<file path="src/rtl/vga_sync_gen.sv">
// VGA timing generator: beam counters, sync/blank decodes, line/frame strobes,
// a frame counter and a tick-gated delay line for aligning with a pipelined colour path.
module vga_sync_gen #(
    parameter int H_ACTIVE   = 640,
    parameter int H_FRONT    = 16,
    parameter int H_SYNC     = 96,
    parameter int H_BACK     = 48,
    parameter int V_ACTIVE   = 480,
    parameter int V_FRONT    = 10,
    parameter int V_SYNC     = 2,
    parameter int V_BACK     = 33,
    parameter bit SYNC_POL   = 1'b0,
    parameter int PIPE_DELAY = 0
) (
    input  logic       clk,
    input  logic       reset,
    input  logic       tick,
    output logic [9:0] hpos,
    output logic [9:0] vpos,
    output logic       display_on,
    output logic       hsync,
    output logic       vsync,
    output logic       line_start,
    output logic       frame_start,
    output logic [7:0] frame_cnt,
    output logic       hsync_d,
    output logic       vsync_d,
    output logic       display_on_d
);

    localparam int H_TOTAL = H_ACTIVE + H_FRONT + H_SYNC + H_BACK;
    localparam int V_TOTAL = V_ACTIVE + V_FRONT + V_SYNC + V_BACK;

    localparam logic [9:0]  H_LAST   = 10'(H_TOTAL - 1);
    localparam logic [9:0]  V_LAST   = 10'(V_TOTAL - 1);
    // 11-bit window bounds so an end value of 1024 still compares correctly
    localparam logic [10:0] H_VIS    = 11'(H_ACTIVE);
    localparam logic [10:0] V_VIS    = 11'(V_ACTIVE);
    localparam logic [10:0] HS_START = 11'(H_ACTIVE + H_FRONT);
    localparam logic [10:0] HS_END   = 11'(H_ACTIVE + H_FRONT + H_SYNC);
    localparam logic [10:0] VS_START = 11'(V_ACTIVE + V_FRONT);
    localparam logic [10:0] VS_END   = 11'(V_ACTIVE + V_FRONT + V_SYNC);

    localparam logic SYNC_ON  = SYNC_POL;
    localparam logic SYNC_OFF = ~SYNC_POL;

    logic [9:0] hpos_reg, hpos_next;
    logic [9:0] vpos_reg, vpos_next;
    logic [7:0] frame_cnt_reg, frame_cnt_next;

    always_comb begin
        hpos_next      = hpos_reg;
        vpos_next      = vpos_reg;
        frame_cnt_next = frame_cnt_reg;
        if (tick) begin
            if (hpos_reg == H_LAST) begin
                hpos_next = '0;
                if (vpos_reg == V_LAST) begin
                    vpos_next      = '0;
                    frame_cnt_next = frame_cnt_reg + 8'd1;
                end else begin
                    vpos_next = vpos_reg + 10'd1;
                end
            end else begin
                hpos_next = hpos_reg + 10'd1;
            end
        end
    end

    always_ff @(posedge clk) begin
        if (reset) begin
            hpos_reg      <= '0;
            vpos_reg      <= '0;
            frame_cnt_reg <= '0;
        end else begin
            hpos_reg      <= hpos_next;
            vpos_reg      <= vpos_next;
            frame_cnt_reg <= frame_cnt_next;
        end
    end

    logic [10:0] hpos_ext, vpos_ext;
    logic        h_vis, v_vis, hs_win, vs_win;

    assign hpos_ext = {1'b0, hpos_reg};
    assign vpos_ext = {1'b0, vpos_reg};
    assign h_vis    = hpos_ext < H_VIS;
    assign v_vis    = vpos_ext < V_VIS;
    assign hs_win   = (hpos_ext >= HS_START) && (hpos_ext < HS_END);
    assign vs_win   = (vpos_ext >= VS_START) && (vpos_ext < VS_END);

    // While reset is asserted the decodes present the idle/blank state
    assign display_on  = !reset && h_vis && v_vis;
    assign hsync       = (!reset && hs_win) ? SYNC_ON : SYNC_OFF;
    assign vsync       = (!reset && vs_win) ? SYNC_ON : SYNC_OFF;
    assign line_start  = !reset && tick && (hpos_reg == 10'd0);
    assign frame_start = !reset && tick && (hpos_reg == 10'd0) && (vpos_reg == 10'd0);

    assign hpos      = hpos_reg;
    assign vpos      = vpos_reg;
    assign frame_cnt = frame_cnt_reg;

    // Delay line bit order: {hsync, vsync, display_on}
    generate
        if (PIPE_DELAY == 0) begin : g_no_delay
            assign hsync_d      = hsync;
            assign vsync_d      = vsync;
            assign display_on_d = display_on;
        end else begin : g_delay
            logic [2:0] pipe_reg [PIPE_DELAY];
            for (genvar gi = 0; gi < PIPE_DELAY; gi++) begin : g_stage
                logic [2:0] stage_in;
                if (gi == 0) begin : g_head
                    assign stage_in = {hsync, vsync, display_on};
                end else begin : g_body
                    assign stage_in = pipe_reg[gi-1];
                end
                always_ff @(posedge clk) begin
                    if (reset) begin
                        pipe_reg[gi] <= {SYNC_OFF, SYNC_OFF, 1'b0};
                    end else if (tick) begin
                        pipe_reg[gi] <= stage_in;
                    end
                end
            end
            assign hsync_d      = pipe_reg[PIPE_DELAY-1][2];
            assign vsync_d      = pipe_reg[PIPE_DELAY-1][1];
            assign display_on_d = pipe_reg[PIPE_DELAY-1][0];
        end
    endgenerate

endmodule

</file>
<file path="config.mk">
export PLATFORM = sky130hd
export DESIGN_NAME = vga_sync_gen
export DESIGN_NICKNAME = d
export VERILOG_FILES = /design/src/rtl/vga_sync_gen.sv
export SDC_FILE = /design/constraint.sdc
export NUM_CORES = 1
export LEC_CHECK = 0
export ABC_AREA = 1
export CORE_MARGIN = 2
export CORE_UTILIZATION = 50
export CTS_CLUSTER_SIZE = 16
export DETAILED_ROUTE_END_ITERATION = 10
export PLACE_DENSITY = 0.9
export SETUP_SLACK_MARGIN = 0.1
export SLEW_MARGIN = 30
export SYNTH_ARGS = -nofsm -noshare
export SYNTH_HDL_FRONTEND = slang
export SYNTH_SLANG_ARGS = --single-unit
</file>
<file path="constraint.sdc">
create_clock -name clk -period 1.54 [get_ports clk]
set_input_delay 0.308 -clock clk [delete_from_list [all_inputs] [get_ports clk]]
set_output_delay 0.308 -clock clk [all_outputs]
set_load 0.03 [all_outputs]
</file>
==> results of run 1 <==
## logic make-up after synthesis
logic type	after synthesis	synth area share, %
AO/OA/AOI/OAI	21	6.63
buffers and inverters	52	13.0
XOR/XNOR	2	1.03
adder cells (fa/ha/maj)	5	3.68
flip-flops	28	33.0
AND/OR/NAND/NOR	163	42.7
## per-layer routing
| metal | track usage [%] | overflow |
|---|---|---|
| met4 | 69.2 | 5 |
| met1 | 67.1 | 0 |
| met5 | 9.72 | 0 |
| met3 | 41.5 | 0 |
| met2 | 88.6 | 7 |
## metrics by stage
stage / utilization (%) / cell area [sq um]
4_1_cts: 88.9 / 2940
2_1_floorplan: - / 1850
3_5_place_dp: 74.6 / 2470
3_3_place_gp: 74.6 / 2470
## synthesized netlist by cell type
| cell | count |
|---|---|
| inv_2 | 2 |
| o21ai_1 | 3 |
| nor2_2 | 4 |
| nand4_1 | 11 |
| a211oi_1 | 2 |
| buf_6 | 1 |
| buf_4 | 4 |
| clkbuf_1 | 1 |
| nor3b_1 | 1 |
| a21o_1 | 1 |
| xor2_1 | 2 |
| nor2_1 | 38 |
| nand2_2 | 3 |
| nor3_1 | 8 |
| nand3b_1 | 1 |
| buf_2 | 2 |
| nand2_1 | 70 |
| nor4_1 | 2 |
| a21oi_1 | 12 |
| ha_1 | 5 |
| inv_1 | 42 |
| nand3_1 | 24 |
| nor2_8 | 1 |
| o21ai_0 | 3 |
| dfxtp_1 | 28 |
## timing repair
action | CTS
pin swaps | 38
resized for setup | 175
buffers inserted | 21
setup endpoints to repair | 61
==> out/qor.tcl, run 1 <==
set qor(repair-timing-grt-worst-ep) {frame_start}
set qor(clock-root-buffer) {clkbuf_4}
set qor(post_synth_main_area_contributors) {dfxtp_1 (33%), nand2_1 (15%), inv_1 (9.3%)}
set qor(syn-cell-area_sq_um) 1700
set qor(synth_area_leader_cell) {dfxtp_1}
set qor(flow.first_error) {[ERROR GRT-0232] Routing congestion too high. Check the congestion heatmap in the GUI.}
set qor(grt_usage_pct) 66.4
set qor(boundaryPins) 39
set qor(numPlacedInstances) 383
set qor(tritoncts_num_sinks) 28
set qor(die_h_um) 62.3
set qor(dpl_worst_slack_ns) -0.640
set qor(globalRoute.totalOverflow) 12
set qor(timing.worst_endpoint.kind) {output port}
set qor(finalWeightedCongestion) 0.939
set qor(io_buffer_count) 38
set qor(synth.yosys.warnings) 0
set qor(post-synth-top-area-fraction_pct) 33.0
set qor(outcome.stop_stage) {global routing}
set qor(place.detailed.hpwl_um) 3630
set qor(result_of_the_run) {aborted with a tool error}
set qor(placementRows) 21
set qor(cts_made_buffers) 3
set qor(synth_seq_cells) 28
set qor(yosys.cell_types.count) 25
set qor(postSynthAreaPerCell_sq_um) 6.27
set qor(initial_utilization_pct) 51.3
set qor(post_cts_hold_buffer_count) 0
set qor(grt_start_max_net_pins) 16
set qor(ys_seq_area_share_pct) 33.0
set qor(synth_cells) 271
set qor(synth.net_count) 279
set qor(clk_path_buf_depth) 2
set qor(ctsHtreeMaxLevel) 1
set qor(floorplan.die.width_um) 62.3
==> inputs of run 2 (changes only) <==
Settings changed: CORE_UTILIZATION 50 to 40, CTS_CLUSTER_SIZE 16 to default, PLACE_DENSITY 0.9 to default, PLACE_DENSITY_LB_ADDON from default to 0.15, SETUP_SLACK_MARGIN 0.1 to default.
==> run 2 against run 1 <==
Net effect:
- the flow now finishes, with violations (setup timing)
- area after synthesis is the same
- synthesized cell count is the same
==> out/qor.tcl, run 2 <==
set qor(design.die.area_sq_um) 4790
set qor(report.final.setup_viol) 8
set qor(synth-edff-count) 0
set qor(r2r_cells) 10
set qor(p_sw_share_pct) 25.0
set qor(synth.most_common_cell) {nand2_1}
set qor(fin_ws_ns) -0.187
set qor(pint_w) 0.00102
set qor(worst_hold_startpoint) {reset}
set qor(cts_tree) {done}
set qor(boundaryPins) 39
set qor(regToRegStartpoint) {vpos[7]$_SDFFE_PP0P_}
set qor(net-switching-power_w) 0.000341
set qor(ys_seq_area_share_pct) 33.0
set qor(power-per-cell-area_nw_per_um2) 449
set qor(setup_tns_ns) -1.15
set qor(finClkSkew_ns) 0.00341
set qor(placementRows) 23
set qor(category_of_the_worst_setup_path_capture_point) {output pin}
set qor(drive_above_1_share_pct) 47.3
set qor(worst-slew-pin-transition_ns) 0.311
set qor(final_standard_cell_count_with_taps_included_and_fillers_excluded) 420
set qor(cts_made_buffers) 3
set qor(critPathLaunchType) {register}
set qor(initial_utilization_pct) 41.9
set qor(final_hold_viol_count) 0
set qor(synth_area_leader_cell) {dfxtp_1}
set qor(ctsHtreeMaxLevel) 1
set qor(hold-path-endpoint) {vpos[4]$_SDFFE_PP0P_}
set qor(post-route-min-period_ns) 1.73
set qor(clk_path_buf_depth) 2
set qor(remaining_drc_errors) 0
set qor(violations) {setup timing}
set qor(synth.net_count) 279
set qor(pwr-share-seq_pct) 52.3
set qor(yosys.cell_types.count) 25
set qor(finalWeightedCongestion) 0.891
set qor(net_count_of_the_finished_layout) 379
set qor(result_of_the_run) {finished with violations}
set qor(place.detailed.hpwl_um) 3660
set qor(p_comb_share_pct) 13.5
set qor(dr_total_vias) 2122
set qor(synth_seq_cells) 28
set qor(irDropWorstVdd_mv) 0.418
set qor(wl_per_cell_um) 13.8
set qor(worstSkewPairLatency_ns) 0.27
set qor(synth_cells) 271
set qor(clock-root-buffer) {clkbuf_8}
set qor(layout.cells.most_common_list) {nand2_1 (57), buf_4 (52), nor2_1 (29)}
set qor(seqCellArea_sq_um) 614
set qor(area_growth_syn_to_layout_pct) 79.1
set qor(cp_max_fo) 2
set qor(clockPowerShare_pct) 34.2
set qor(postSynthAreaPerCell_sq_um) 6.27
set qor(worst-setup-path-type) {register to output pin}
set qor(max_cap_viol_count) 0
set qor(globalRoute.totalOverflow) 0
set qor(tritoncts_num_sinks) 28
set qor(num-fill-cells) 296
set qor(synth.yosys.warnings) 0
set qor(finalMaxSlewViolations) 0
set qor(antenna_cells_inserted) 0
set qor(floorplan.die.width_um) 69.2
set qor(achievable-frequency_mhz) 579
set qor(hold_path.class) {primary input to register}
set qor(timing.slew.headroom_pct) 79.3
set qor(grt_start_max_net_pins) 16
set qor(worst_setup_hold_path_clk_slew_ns) 0.10
set qor(dpl_worst_slack_ns) -0.654
set qor(io_buffer_count) 38
set qor(die_h_um) 69.2
set qor(core_outline_area_sq_um) 4060
set qor(worst_r2r_endpoint) {frame_cnt[7]$_SDFFE_PP0P_}
set qor(synth.cells.most_frequent) {nand2_1 (70), inv_1 (42), nor2_1 (38)}
set qor(number_of_nets_with_antenna_violations_after_detailed_routing) 0
set qor(first_global_vias) 1948
set qor(post_synth_main_area_contributors) {dfxtp_1 (33%), nand2_1 (15%), inv_1 (9.3%)}
set qor(violation_count_after_the_first_detailed_routing_iteration) 129
set qor(initial_antenna_violation_count) 0
set qor(multi_input_area_sq_um) 1270
set qor(timing.reg2reg.setup_slack_ns) 0.03
set qor(postLayoutCoreUtil_pct) 75.0
set qor(final.period_utilization_pct) 112
set qor(global_route_wire_length_before_repair_um) 8850
set qor(holdPathStages) 3
set qor(synth_async_sr_flop_share_pct) 0
set qor(first_pass_iters) 4
set qor(critical_path_required_ns) 1.23
set qor(syn-cell-area_sq_um) 1700
set qor(post-synth-top-area-fraction_pct) 33.0
set qor(layout_commonest_cell) {nand2_1}
set qor(synth_flop_cell) {dfxtp_1}
set qor(grt_usage_pct) 22.1
set qor(power_leakage_nw) 1.54
set qor(route.detailed.vias_per_inst) 5.05
set qor(rsz0062_at_grt) {true}
set qor(numPlacedInstances) 391
set qor(crit_arrival_ns) 1.42
set qor(routed_wirelength_um) 5810
-- run 2: cell counts after synthesis --
No cell type changed its count.
-- run 2: metal layers --
| layer | up-vias | track usage [%] | wire length (um) |
|---|---|---|---|
| li1 | 1061 | - | - |
| met1 | 1001 | 28.2 | 2460 |
| met2 | 50 | 40.7 | 2990 |
| met3 | 10 | 2.47 | 234 |
| met4 | 0 | 3.27 | 117 |
| met5 | - | 0 | 0 |
-- run 2: power groups by stage --
stage | clock, W | combinational (W) | sequential (W)
final | 0.000467 | 0.000184 | 0.000714
after global routing | 0.000510 | 0.000197 | 0.000715
after CTS | 0.000482 | 0.000171 | 0.000718
after detailed placement | 0 | 0.000139 | 0.000736
after global placement | 0 | 0.000136 | 0.000736
after floorplan | 0 | 0.0000618 | 0.000746
-- run 2: repair_timing --
action / CTS / global route
setup endpoints to repair: 39 / 37
pin swaps: 19 / 29
hold buffers: 0 / 0
setup buffers: 16 / 16
gates resized for setup: 109 / 56
-- run 2: through the flow --
stage	total power (W)	instance area, sq um	hold slack [ns]
2_1_floorplan	0.000807	1820	0.367
5_1_grt	0.00142	3040	0.369
4_1_cts	0.00137	2860	0.349
3_5_place_dp	0.000875	2470	0.497
6_report	0.00137	3040	0.372
3_3_place_gp	0.000873	2470	0.498
-- run 2: worst max path at each step --
stage | start | end | slack, ns | cells past startpoint
floorplan | vpos[7]$_SDFFE_PP0P_ | vsync_d | -0.17 | 4
global placement | reset | vsync | -0.66 | 4
detailed placement | reset | vsync | -0.65 | 4
CTS | hpos[1]$_SDFFE_PP0P_ | frame_start | -0.22 | 7
global route | hpos[0]$_SDFFE_PP0P_ | frame_start | -0.28 | 7
finish | vpos[4]$_SDFFE_PP0P_ | vsync | -0.19 | 4
-- run 2: logic make-up (layout without fill, tap and decap cells) --
kind of cell	count (synthesis)	count (layout)	share of synthesized area, %
AO/OA/AOI/OAI	21	21	6.63
flip-flops	28	28	33.0
XOR/XNOR	2	2	1.03
AND/OR/NAND/NOR	163	163	42.7
adder cells (fa/ha/maj)	5	5	3.68
buffers and inverters	52	151	13.0
-- run 2: final cells by class --
| type | count | area share [%] |
|---|---|---|
| Multi-Input combinational cell | 191 | 41.6 |
| Timing Repair Buffer | 103 | 28.7 |
| Sequential cell | 28 | 20.2 |
| Inverter | 44 | 5.59 |
| Tap cell | 50 | 2.06 |
| Clock buffer | 4 | 1.81 |
-- run 2: worst max-delay path, stage by stage (launching register included) --
cell	delay, ns
dfxtp_2	0.34
buf_4	0.14
nor4_4	0.27
nand4_1	0.21
buf_6	0.19
Power figures use the tool's default switching activity.
